<file path="src/rtl/jk_seq_driver.sv">
// ---------------------------------------------------------------------------
// jk_seq_driver
//   Sequence driver/checker for a synchronous-clear JK flip-flop. Target q bits
//   arrive over a valid/ready handshake into a FIFO. Each bit is popped, its
//   J/K excitation is derived from the currently observed q, driven for one
//   cycle, and the flip-flop's response is checked on the following cycle.
//
// Configuration macro: JK_TOGGLE_PREF_EN
//   defined   : every state change is excited with J=K=1 (toggle form)
//   undefined : set/reset form, (q,t) 01->10, 10->01, no-change -> 00
//
// Ports
//   clk        clock, rising edge
//   clr        synchronous active-high reset
//   in_valid   target bit offered
//   in_bit     target q value
//   in_ready   FIFO can accept (not full, from registered count)
//   q_fb       q returned from the driven flip-flop
//   j, k       registered excitation, non-zero only in DRIVE
//   chk_valid  check performed this cycle
//   err_pulse  q_fb differed from the expected bit during the check
//   err_cnt    saturating mismatch count
//   busy       FIFO non-empty or FSM not idle
// ---------------------------------------------------------------------------
module jk_seq_driver #(
    parameter int DEPTH = 8,
    parameter int AW    = 3,
    parameter int ERR_W = 8
) (
    input  logic             clk,
    input  logic             clr,
    input  logic             in_valid,
    input  logic             in_bit,
    output logic             in_ready,
    input  logic             q_fb,
    output logic             j,
    output logic             k,
    output logic             chk_valid,
    output logic             err_pulse,
    output logic [ERR_W-1:0] err_cnt,
    output logic             busy
);

    localparam logic [1:0] S_IDLE  = 2'd0;
    localparam logic [1:0] S_DRIVE = 2'd1;
    localparam logic [1:0] S_CHECK = 2'd2;

    localparam logic [AW:0]    FULL_CNT = (AW+1)'(DEPTH);
    localparam logic [ERR_W-1:0] ERR_MAX = '1;

    logic [DEPTH-1:0] mem;
    logic [AW-1:0]    wr_ptr;
    logic [AW-1:0]    rd_ptr;
    logic [AW:0]      count;
    logic [1:0]       state;
    logic             exp_bit;

    logic fifo_empty;
    logic push;
    logic pop;
    logic head;
    logic j_nxt;
    logic k_nxt;

    assign fifo_empty = (count == '0);
    // Readiness comes from the registered count only, so a full FIFO refuses
    // a push even when a pop happens in the same cycle.
    assign in_ready   = (count != FULL_CNT);
    assign push       = in_valid && in_ready;
    assign pop        = (state == S_IDLE) && !fifo_empty;
    assign head       = mem[rd_ptr];

    // Excitation for moving q_fb to the target head bit.
    always_comb begin
        j_nxt = 1'b0;
        k_nxt = 1'b0;
`ifdef JK_TOGGLE_PREF_EN
        j_nxt = q_fb ^ head;
        k_nxt = q_fb ^ head;
`else
        j_nxt = head & ~q_fb;
        k_nxt = ~head & q_fb;
`endif
    end

    // FIFO storage; contents need no reset since pointers/count are flushed.
    always_ff @(posedge clk) begin
        if (push)
            mem[wr_ptr] <= in_bit;
    end

    always_ff @(posedge clk) begin
        if (clr) begin
            wr_ptr <= '0;
            rd_ptr <= '0;
            count  <= '0;
        end else begin
            if (push)
                wr_ptr <= wr_ptr + 1'b1;
            if (pop)
                rd_ptr <= rd_ptr + 1'b1;
            case ({push, pop})
                2'b10:   count <= count + 1'b1;
                2'b01:   count <= count - 1'b1;
                default: count <= count;
            endcase
        end
    end

    // IDLE pops and registers j/k so they appear exactly in the DRIVE cycle;
    // every other path zeroes them, so the flip-flop holds outside DRIVE.
    always_ff @(posedge clk) begin
        if (clr) begin
            state   <= S_IDLE;
            exp_bit <= 1'b0;
            j       <= 1'b0;
            k       <= 1'b0;
            err_cnt <= '0;
        end else begin
            j <= 1'b0;
            k <= 1'b0;
            case (state)
                S_IDLE: begin
                    if (pop) begin
                        exp_bit <= head;
                        j       <= j_nxt;
                        k       <= k_nxt;
                        state   <= S_DRIVE;
                    end
                end
                S_DRIVE: state <= S_CHECK;
                S_CHECK: begin
                    if (err_pulse && err_cnt != ERR_MAX)
                        err_cnt <= err_cnt + 1'b1;
                    state <= S_IDLE;
                end
                default: state <= S_IDLE;
            endcase
        end
    end

    // A clr landing on the CHECK cycle aborts that bit, so no check is reported.
    assign chk_valid = (state == S_CHECK) && !clr;
    assign err_pulse = chk_valid && (q_fb != exp_bit);
    assign busy      = !fifo_empty || (state != S_IDLE);

endmodule

</file>
<file path="config.mk">
export PLATFORM = sky130hd
export DESIGN_NAME = jk_seq_driver
export DESIGN_NICKNAME = d
export VERILOG_FILES = /design/src/rtl/jk_seq_driver.sv
export SDC_FILE = /design/constraint.sdc
export NUM_CORES = 1
export LEC_CHECK = 0
export CAP_MARGIN = 25
export CORE_AREA = 8 8 54 79
export CTS_CLUSTER_DIAMETER = 30
export DETAILED_ROUTE_END_ITERATION = 12
export DIE_AREA = 0 0 62 87
export GPL_TIMING_DRIVEN = 0
export HOLD_SLACK_MARGIN = 0.15
export PLACE_DENSITY = 0.68
export SKIP_CTS_REPAIR_TIMING = 1
export SKIP_LAST_GASP = 1
export SLEW_MARGIN = 5
export SYNTH_ARGS = -nofsm -noshare
export SYNTH_HDL_FRONTEND = slang
export SYNTH_SLANG_ARGS = --single-unit
</file>
<file path="constraint.sdc">
create_clock -name clk -period 4.4 [get_ports clk]
set_input_delay 0.88 -clock clk [delete_from_list [all_inputs] [get_ports clk]]
set_output_delay 0.88 -clock clk [all_outputs]
set_load 0.005 [all_outputs]
</file>
---- Word level (Yosys, flattened, before mapping) ----
Index checks and enable logic that the tools add are counted.
word-level totals
  register bits ........................... 31
  output and inout bits ................... 14
  word-level logic and storage cells ...... 55
cells by class
  add/subtract/negate cells ............... 5
  magnitude comparators ................... 3
  equality and inequality tests ........... 8
  muxes and demuxes ....................... 8
  bitwise logic cells ..................... 6
  reduce and logical (&&, ||, !) cells .... 16
operator list
  cell                                                                    number
  8-bit by 1-bit adder with 8-bit output (second input constant)          1
  8-bit bitwise mux                                                       1
  3-bit by 4-bit < comparator with 1-bit output (second input constant)   2
  8-bit != test (second input constant)                                   1
  4-bit case mux with 2 select lines                                      1
  3-bit by 1-bit adder with 3-bit output (second input constant)          2
  1-bit logical AND                                                       6
  4-bit by 1-bit adder with 4-bit output (second input constant)          1
  2-bit by 1-bit equality test with 1-bit output (second input constant)  2
  2-bit equality test (second input constant)                             2
  4-bit logical NOT                                                       1
  4-bit != test (second input constant)                                   1
  1-bit NOT                                                               4
  2-bit case mux with 2 select lines                                      1
  2-bit AND reduction                                                     2
  2-bit nonzero test                                                      2
  4-bit by 1-bit subtractor with 4-bit output (second input constant)     1
  1-bit binary-select mux with 3-bit select                               1
  1-bit demux with 3-bit select                                           1
  3-bit by 1-bit >= comparator with 1-bit output (second input constant)  1
  3-bit OR reduction                                                      1
  1-bit bitwise AND                                                       2
  1-bit logical NOT                                                       2
  2-bit logical NOT                                                       1
  5 further kinds                                                         6

---- Longest topological paths before layout ----
  word-level depth ........................ 5
  gate-level depth with buffers ........... 11

---- Worst setup path before layout ----
OpenSTA, ideal clock, no wires.
  kind .................................... register to register
  start point ............................. register count[1]
  end point ............................... register count[2]
  library setup time ...................... 71 ps
  arrival time ............................ 2276 ps
  data required time ...................... 4329 ps
  slack ................................... 2053 ps
  stages on the path, launching flop included .. 12
  buffers on the path ..................... 2
  period minus slack after synthesis ...... 2347 ps
  cells stage by stage .................... dfxtp_1 > buf_6 > or4b_4 > buf_6 > nand2_8 > ha_1 > xor2_1 > ha_1 > a21oi_1 > xor2_1 > or3_1 > a21oi_1
between the ends
  elaborated cells on any way between the ends .. 11
  those cells by class .................... 2 x add/sub; 3 x eq/ne; 1 x mux; 5 x reduce/logical
RTL lines
  element                                                                                       line  text
  from (decl)                                                                                   54    logic [AW:0] count;
  from (signal assigned)                                                                        103   2'b10: count <= count + 1'b1;
  from (signal assigned)                                                                        104   2'b01: count <= count - 1'b1;
  from (signal assigned)                                                                        105   default: count <= count;
  4-bit != test (*)                                                                             68    assign in_ready = (count != FULL_CNT);
  net in_ready                                                                                  34    output logic in_ready,
  1-bit logical AND (*)                                                                         69    assign push = in_valid && in_ready;
  2-bit by 1-bit equality test with 1-bit output / 2-bit equality test (equally long branches)  102   case ({push, pop})
  4-bit case mux with 2 select lines / 2-bit nonzero test (equally long branches)               -
Mark *: on every way through the listed nets, which the timed path passes. The rest lies on a longest branch.
A chain may end at the register's enable or synchronous reset.

---- Worst setup path after layout ----
  start point ............................. input port clr
  end point ............................... output port err_pulse
between the ends
  cells in the longest elaborated chain, start to end .. 3
ends and longest elaborated chain
  element            line  text
  from (decl)        31    input logic clr,
  1-bit logical NOT  143   assign chk_valid = (state == S_CHECK) && !clr;
  1-bit logical AND  143
  1-bit logical AND  144   assign err_pulse = chk_valid && (q_fb != exp_bit);
  to (decl)          39    output logic err_pulse,
No other way between the ends.

==> flow_metrics.env <==
export IMPL_worstReg2RegEnd="count[2]"
export IMPL_htree_levels=2
export IMPL_firstDrtPassIters=4
export IMPL_p_per_area_mw_per_mm2=504
export IMPL_cap_violations=0
export IMPL_cp_end_kind="output port"
export IMPL_fin_nets=181
export IMPL_dpl_hpwl_mm=2.35
export IMPL_grt_pass1_vias=1186
export IMPL_clock_latency_ns=0.28
export IMPL_port_buffer_count=18
export IMPL_async_flop_share_pct=0
export IMPL_worstHoldStart="state[1]"
export IMPL_required_ns=3.52
export IMPL_finalSetupViolCount=0
export IMPL_worst_setup_path_start_kind="input pin"
export IMPL_r2r_setup_slack_ns=1.86
export IMPL_worst_slew_pin_slew_ns=0.548
export IMPL_synth_cell_type_count=43
export IMPL_critPathKind="input pin to output port"
export IMPL_comb_power_share_pct=35.9
export IMPL_path_clk_slew_ns=0.06
export IMPL_p_leak_nw=0.659
export IMPL_switchingPower_w=0.000311
export IMPL_outcome="complete, no violations"
export IMPL_areaGrowthSynthToFinish_pct=20.9
export IMPL_grt_ovfl_total=0
export IMPL_rr_startpoint="count[1]"
export IMPL_diodes=0
export IMPL_avgSynthCellArea_um2=10.4
export IMPL_numCtsBuffers=5
export IMPL_die_area_mm2=0.00539
export IMPL_fmax_mhz=283
export IMPL_rows=26
export IMPL_vias=1189
export IMPL_swShare_pct=34.0
export IMPL_synth_top_area_share_pct=30.7
export IMPL_ys_seq_area_share_pct=46.7
export IMPL_drc=0
export IMPL_hold_violations=0
export IMPL_vias_per_cell=5.58
export IMPL_hold_end="state[1]"
export IMPL_routed_wirelength_mm=3.08
export IMPL_seqPwrFrac_pct=41.1
export IMPL_nFillCells=289
export IMPL_internal_power_w=0.000604
export IMPL_hp_class="flop to flop"
export IMPL_fp_dieH_um=87
export IMPL_clock_skew_final_ns=0.00263
export IMPL_ys_ff_latch=31
export IMPL_synth_edf_count=8
export IMPL_finalCritPeriodShare_pct=80.3
export IMPL_synth_nets=156
export IMPL_start_util_pct=46.6
export IMPL_crit_fanout=10
export IMPL_reg2regPathDepth=11
export IMPL_hold_depth=1
export IMPL_cts_root_buf="clkbuf_8"
export IMPL_slew_headroom_pct=63.5
export IMPL_setup_tns_ns=0
export IMPL_arrival_ns=2.65
export IMPL_wl_per_cell_um=14.4
export IMPL_cts_buffer_depth=2
export IMPL_period_needed_ns=3.53
export IMPL_syn_inst=145
export IMPL_cts_tree="done"
export IMPL_ys_top_cells_by_area="dfxtp_1 31%, edfxtp_1 16%, ha_1 5.0%, xor2_1 4.1%, nor2_1 3.8%"
export IMPL_io_pin_count=19
export IMPL_grt_pass1_wl_mm=5.20
export IMPL_die_w_um=62
export IMPL_post_place_ws_ns=0.851
export IMPL_drt_iter0_drc=33
export IMPL_drive_gt1_share_pct=12.3
export IMPL_clock_sinks=31
export IMPL_ys_warn_count=0
export IMPL_netlist_area_mm2=0.00150
export IMPL_core_mm2=0.00322
export IMPL_drtAntennaViolNets=0
export IMPL_antenna_found_initial=0
export IMPL_synthFlopType="dfxtp_1"
export IMPL_place_gp_congestion=0.789
export IMPL_rsz0062_at_grt="no"
export IMPL_grt_max_degree=11
export IMPL_irDropWorstVdd_mv=0.369
export IMPL_grt_usage_pct=12.8
export IMPL_slew_viol_final=0
export IMPL_yosysMostFrequentCell="dfxtp_1"
export IMPL_worst_slack_ns=0.868
export IMPL_clkPwrFrac_pct=23.0
export IMPL_synthTopCellsByCount="23 x dfxtp_1, 15 x nor2_1, 8 x edfxtp_1, 8 x nand2_1"
export IMPL_synth_top_area_cell="dfxtp_1"
area by class of cell:
cell class              count  area [µm²]  area share, %
clock inverters             1        5.00          0.276
plain buffers               6        38.8           2.14
multi-input cells         104         747           41.1
inverters                   4        15.0          0.827
flip-flops and latches     31         701           38.6
clock buffers               7        76.3           4.20
repair buffers             18         180           9.92
well taps                  42        52.6           2.89
cells by family after synthesis:
family,share of synthesized area [%]
DFF,46.7
muxes,5.83
xor gates and xnor gates,4.67
adders and majority gates,5.00
and+or+nand+nor,24.8
buffers and inverters,3.58
AOI/OAI and AO/OA,9.50
layer usage:
layer  share of wire [%]  GRT usage, %  up-vias
li1                    -             -      579
met1                  38          11.8      581
met2                  53          22.7       22
met3                 6.6          5.18        7
met4                 2.9          6.67        0
met5                   0             0        -
critical path, stage by stage:
cell,delay [ns]
clkdlybuf4s50_1,0.55
nor3b_2,0.27
nand2_1,0.17
buf_2,0.21
inv_1,0.08
clkdlybuf4s50_1,0.50
cell usage in the layout, fill, tap and decap left out, types with 2 or more instances in the layout:
cell | netlist | final
mux4_2 | 2 | 2
nor4_1 | 3 | 3
mux2_2 | 2 | 2
nor4b_1 | 2 | 2
buf_6 | 2 | 2
o311ai_0 | 3 | 3
nor3_1 | 4 | 4
ha_1 | 6 | 6
nor3b_1 | 2 | 2
a21oi_1 | 7 | 7
clkbuf_8 | 0 | 5
nand3_1 | 7 | 7
nand2_1 | 8 | 8
nor2b_1 | 3 | 3
nor2_1 | 15 | 15
o31ai_1 | 3 | 3
o21ai_0 | 5 | 5
and4_1 | 2 | 2
clkdlybuf4s50_1 | 0 | 18
mux2i_1 | 2 | 2
inv_1 | 4 | 4
dfxtp_1 | 23 | 23
or3_1 | 2 | 2
clkbuf_1 | 2 | 4
edfxtp_1 | 8 | 8
nand2_2 | 2 | 2
xor2_1 | 7 | 7
nand2b_1 | 2 | 2
flip-flops by register name, indices dropped and copies added (netlist names):
register	flops
err_cnt	8
mem	8
count	4
rd_ptr	3
wr_ptr	3
state	2
exp_bit	1
j	1
k	1
how the worst max path moves through the flow:
stage | startpoint | to | slack [ns]
after CTS | clr | err_pulse | 0.85
after detailed placement | clr | err_pulse | 0.85
final | clr | err_pulse | 0.87
after global placement | clr | err_pulse | 0.93
after floorplan | count[1] | count[2] | 2.05
after global routing | clr | err_pulse | 0.76
power by group through the flow:
stage               logic, W  registers [W]  clock network [W]
finish              0.000329       0.000376           0.000211
global route        0.000369       0.000381           0.000229
CTS                 0.000332       0.000375           0.000215
detailed placement  0.000329       0.000381                  0
global placement    0.000315       0.000379                  0
floorplan           0.000242       0.000371                  0
through the flow:
step	instances	instance area, µm²	total power (W)	util [%]	hold slack (ns)
finish	213	1820	0.000915	56.4	0.455
CTS	213	1820	0.000922	56.4	0.460
detailed placement	205	1730	0.000710	53.8	0.452
global placement	205	1730	0.000694	53.8	0.433
global route	213	1820	0.000980	56.4	0.486
floorplan	145	1500	0.000613	-	0.412
(Power assumes the default switching activity.)
